<file path="config.mk">
export PLATFORM = sky130hd
export DESIGN_NAME = reload_counter
export DESIGN_NICKNAME = d
export VERILOG_FILES = /design/src/rtl/reload_counter.sv
export SDC_FILE = /design/constraint.sdc
export NUM_CORES = 1
export LEC_CHECK = 0
export CORE_ASPECT_RATIO = 0.6
export CORE_UTILIZATION = 45
export CTS_BUF_LIST = sky130_fd_sc_hd__clkbuf_8
export CTS_CLUSTER_SIZE = 10
export DETAILED_ROUTE_END_ITERATION = 8
export GPL_TIMING_DRIVEN = 0
export PLACE_DENSITY_LB_ADDON = 0.08
export SYNTH_ARGS = -nofsm -noshare
export SYNTH_HDL_FRONTEND = slang
export SYNTH_SLANG_ARGS = --single-unit
</file>
<file path="constraint.sdc">
create_clock -name clk -period 3.95 [get_ports clk]
set_input_delay 0.79 -clock clk [delete_from_list [all_inputs] [get_ports clk]]
set_output_delay 0.79 -clock clk [all_outputs]
set_load 0.03 [all_outputs]
</file>
<file path="src/rtl/reload_counter.sv">
// Reloadable terminal counter: counts prescaled ticks up or down between 0 and a
// programmable reload value, pulsing overflow at each terminal event.
module reload_counter #(
  parameter int WIDTH       = 16,
  parameter int RESET_VALUE = 9,
  parameter int PRESCALE    = 1
) (
  input  logic             clk,
  input  logic             rst,
  input  logic             enb,
  input  logic             load,
  input  logic [WIDTH-1:0] load_value,
  input  logic             dir,
  input  logic             one_shot,
  output logic [WIDTH-1:0] count,
  output logic             overflow,
  output logic             done,
  output logic             busy
);

  localparam int PCW = (PRESCALE > 1) ? $clog2(PRESCALE) : 1;

  typedef enum logic {RUN, DONE} state_t;

  state_t           state_q, state_d;
  logic [WIDTH-1:0] count_q, count_d;
  logic [WIDTH-1:0] rl_q, rl_d;
  logic [PCW-1:0]   pc_q, pc_d;
  logic             ovf_q, ovf_d;
  logic             done_q, done_d;
  logic             tick;
  logic [WIDTH-1:0] term_val;
  logic [WIDTH-1:0] restart_val;

  assign tick        = enb && (state_q == RUN) && (pc_q == PCW'(PRESCALE - 1));
  assign term_val    = dir ? rl_q : '0;
  assign restart_val = dir ? '0 : rl_q;

  always_ff @(posedge clk) begin
    if (rst) begin
      state_q <= RUN;
      count_q <= WIDTH'(RESET_VALUE);
      rl_q    <= WIDTH'(RESET_VALUE);
      pc_q    <= '0;
      ovf_q   <= 1'b0;
      done_q  <= 1'b0;
    end else begin
      state_q <= state_d;
      count_q <= count_d;
      rl_q    <= rl_d;
      pc_q    <= pc_d;
      ovf_q   <= ovf_d;
      done_q  <= done_d;
    end
  end

  always_comb begin
    state_d = state_q;
    count_d = count_q;
    rl_d    = rl_q;
    pc_d    = pc_q;
    ovf_d   = 1'b0;
    done_d  = done_q;
    if (load) begin
      rl_d    = load_value;
      count_d = dir ? '0 : load_value;
      pc_d    = '0;
      done_d  = 1'b0;
      state_d = RUN;
    end else if (state_q == RUN && enb) begin
      if (!tick) begin
        pc_d = pc_q + PCW'(1);
      end else begin
        pc_d = '0;
        if (count_q == term_val) begin
          ovf_d = 1'b1;
          if (one_shot) begin
            done_d  = 1'b1;
            state_d = DONE;
          end else begin
            count_d = restart_val;
          end
        end else if (dir) begin
          count_d = count_q + WIDTH'(1);
        end else begin
          count_d = count_q - WIDTH'(1);
        end
      end
    end
  end

  assign count    = count_q;
  assign overflow = ovf_q;
  assign done     = done_q;
  assign busy     = (state_q == RUN);

endmodule

</file>
==> results of run 1 <==
==> Yosys cell counts (2+ instances only) <==
library cell,number
nand3b_1,2
a31oi_1,3
nand2b_1,5
o21ai_1,3
o21ai_0,15
a2111oi_2,2
a21boi_0,6
buf_2,3
o21a_1,2
nor2_1,34
xor2_1,8
xnor2_1,8
nand3_1,3
dfxtp_1,35
a21oi_1,29
o21bai_1,2
a21o_1,3
ha_1,14
o221a_1,10
a2bb2oi_1,2
nor3_1,5
nor3_2,7
nand2_1,39
o41ai_1,2
a311oi_1,2
o22ai_1,2
nand4_1,3
and2_1,3
a22oi_1,12
clkbuf_1,13
a211oi_1,4
nor2b_1,6
and3_1,6
inv_1,7
==> final timing paths <==
kind	start	cells past startpoint	to
max	dir	13	count[11]
min	pc_q	1	pc_q
max reg2reg	count[0]	10	count[10]
min reg2reg	pc_q	1	pc_q
==> state kept, by name, summed over array words and instances, names as in the netlist <==
| signal | cells |
|---|---|
| rl_q | 16 |
| pc_q | 1 |
| count | 16 |
| done | 1 |
| overflow | 1 |
==> final cells by class <==
type | count | area (µm²)
clock inverters | 3 | 12.5
repair inverters | 1 | 5.00
inverters | 7 | 30.0
clock buffers | 5 | 68.8
fillers | 476 | 2110
flip-flops and latches | 35 | 701
plain buffers | 18 | 86.3
multi-input cells | 260 | 1730
well taps | 66 | 82.6
repair buffers | 41 | 405
==> timing repair <==
action,4_1_cts,5_1_grt
setup endpoints to repair,3,2
pin swaps,0,2
setup buffers,2,1
gates resized for setup,2,3
gates cloned,1,0
==> power by group <==
part	leakage, nW	switching, mW	internal [mW]
Sequential	0.289	0.0490	0.381
Clock	0.0505	0.138	0.119
Combinational	0.919	0.259	0.202
Total	1.26	0.446	0.702
==> worst max-delay path, cell delays in order <==
cell,delay [ns]
dlymetal6s2s_1,0.21
buf_6,0.20
clkinvlp_4,0.16
ha_1,0.39
a21o_1,0.20
a21oi_1,0.24
a211oi_1,0.16
o41ai_2,0.41
buf_4,0.18
xnor2_1,0.17
a22oi_1,0.14
o221a_1,0.27
nor3_1,0.15
==> kinds of logic (layout without fill, tap and decap cells) <==
family	count (synthesis)	count (layout)	share of synthesized area (%)
fa+ha+maj	15	15	7.72
compound gates	109	109	30.3
buf+inv	25	75	4.31
simple gates	119	119	24.0
xor+xnor	16	16	5.54
flops	35	35	27.7
mux	1	1	0.396
==> per-layer routing <==
layer  wire [µm]  track usage (%)
met3        1030             9.94
met2        3440             41.0
met4          99             8.96
met5           0                0
met1        4080             44.9
==> flow_summary.toml, run 1 <==
[sta]
fin_skew_ns = 0.0111
finalSetupTns_ns = 0
setup_viol = 0
relSlewSlack_pct = 45.6
max_freq_mhz = 289
hold_slack_ns = 0.501
grt_setup_unrepaired = "false"
worstMarginPinSlew_ns = 0.816
drv_slew = 0
hold_viol = 0
min_period_over_period_pct = 87.6
worst_slack_ns = 0.491
finalCriticalPeriod_ns = 3.46

[worst_setup_path]
crit_required_ns = 4.17
worstPathMaxFanout = 11
cp-end-kind = "register"
arrival_ns = 3.68
critical_path_class = "input pin to register"
r2r_slack_ns = 1.04
cp-start-kind = "input pin"

[drt]
viasPerCell = 6.24
ant_nets = 0
drt-total-wl_um = 8650
wl_per_cell_um = 19.8
drc = 0
num_vias = 2719
detail_route.first_pass.iterations = 5
drtIter0Drc = 275

[yosys]
syn_area_per_cell_um2 = 7.90
syn_nets = 357
ys_seq_area_share_pct = 27.7
synthCells = 320
synth_area_um2 = 2530
synth_top_area_cell = "dfxtp_1"
synthFlopType = "dfxtp_1"
yosysUniqueCellTypes = 54
synth_seq_cells = 35
ys_warn_count = 0
synth.area.top_cells = "dfxtp_1, ha_1, nand2_1, a21oi_1, nor2_1"
async_reset_ff_share_pct = 0
synth_edf_count = 0
synth_top_area_share_pct = 27.7

[layout]
final_nets = 406
final_cell_mix = "nand2_1, clkdlybuf4s50_1, dfxtp_1"
final_common_cell = "nand2_1"
utilization_pct = 59.6
syn_to_final_growth_pct = 23.3
drive_gt1_share_pct = 7.84
diodes = 0
instances_no_fill = 436
design_area_um2 = 3120

[global_routing]
grt_pass1_wl_um = 13100
antenna_found_initial = 0
grt_max_degree = 12
grt_remaining_overflow = 0
grt_pass1_vias = 2440
grt.total_usage_pct = 30.4

[floorplan]
core_area_um2 = 5230
ios = 41
die_w_um = 98.8
initial_core_util_pct = 48.3
placementRows = 20
die_y_um = 60.1
dieArea_um2 = 5930

[job]
drv_cap = 0

[run_status]
status = "complete, no violations"

[cts]
clk_pin_slew_ns = 0.08
clock_sinks = 35
clock_latency_ns = 0.30
htreeDepth = 2
cts_buffers = 5
ctsLongestPathBuffers = 2
cts_tree = "done"
cts_hold_buf = 0
root_buffer = "clkbuf_8"

[worst_hold_path]
hold_path.class = "register to register"

[pwr]
p_total_mw = 1.15
peakVddDrop_v = 0.000165
p_leak_nw = 1.26
powerDensity_nw_per_um2 = 368

[placed_design]
port_buffers = 38
place_ws_ns = -0.688
place_area_um2 = 2990
dp.cells = 424
place_congestion = 0.875
hpwl_um = 6240
Power figures use the tool's default switching activity.
==> run 2, diff against run 1 <==
HOLD_SLACK_MARGIN = 0.05   (was not set)
==> results of run 2 <==
Final layout, timing and power as in run 1 (identical DEF).
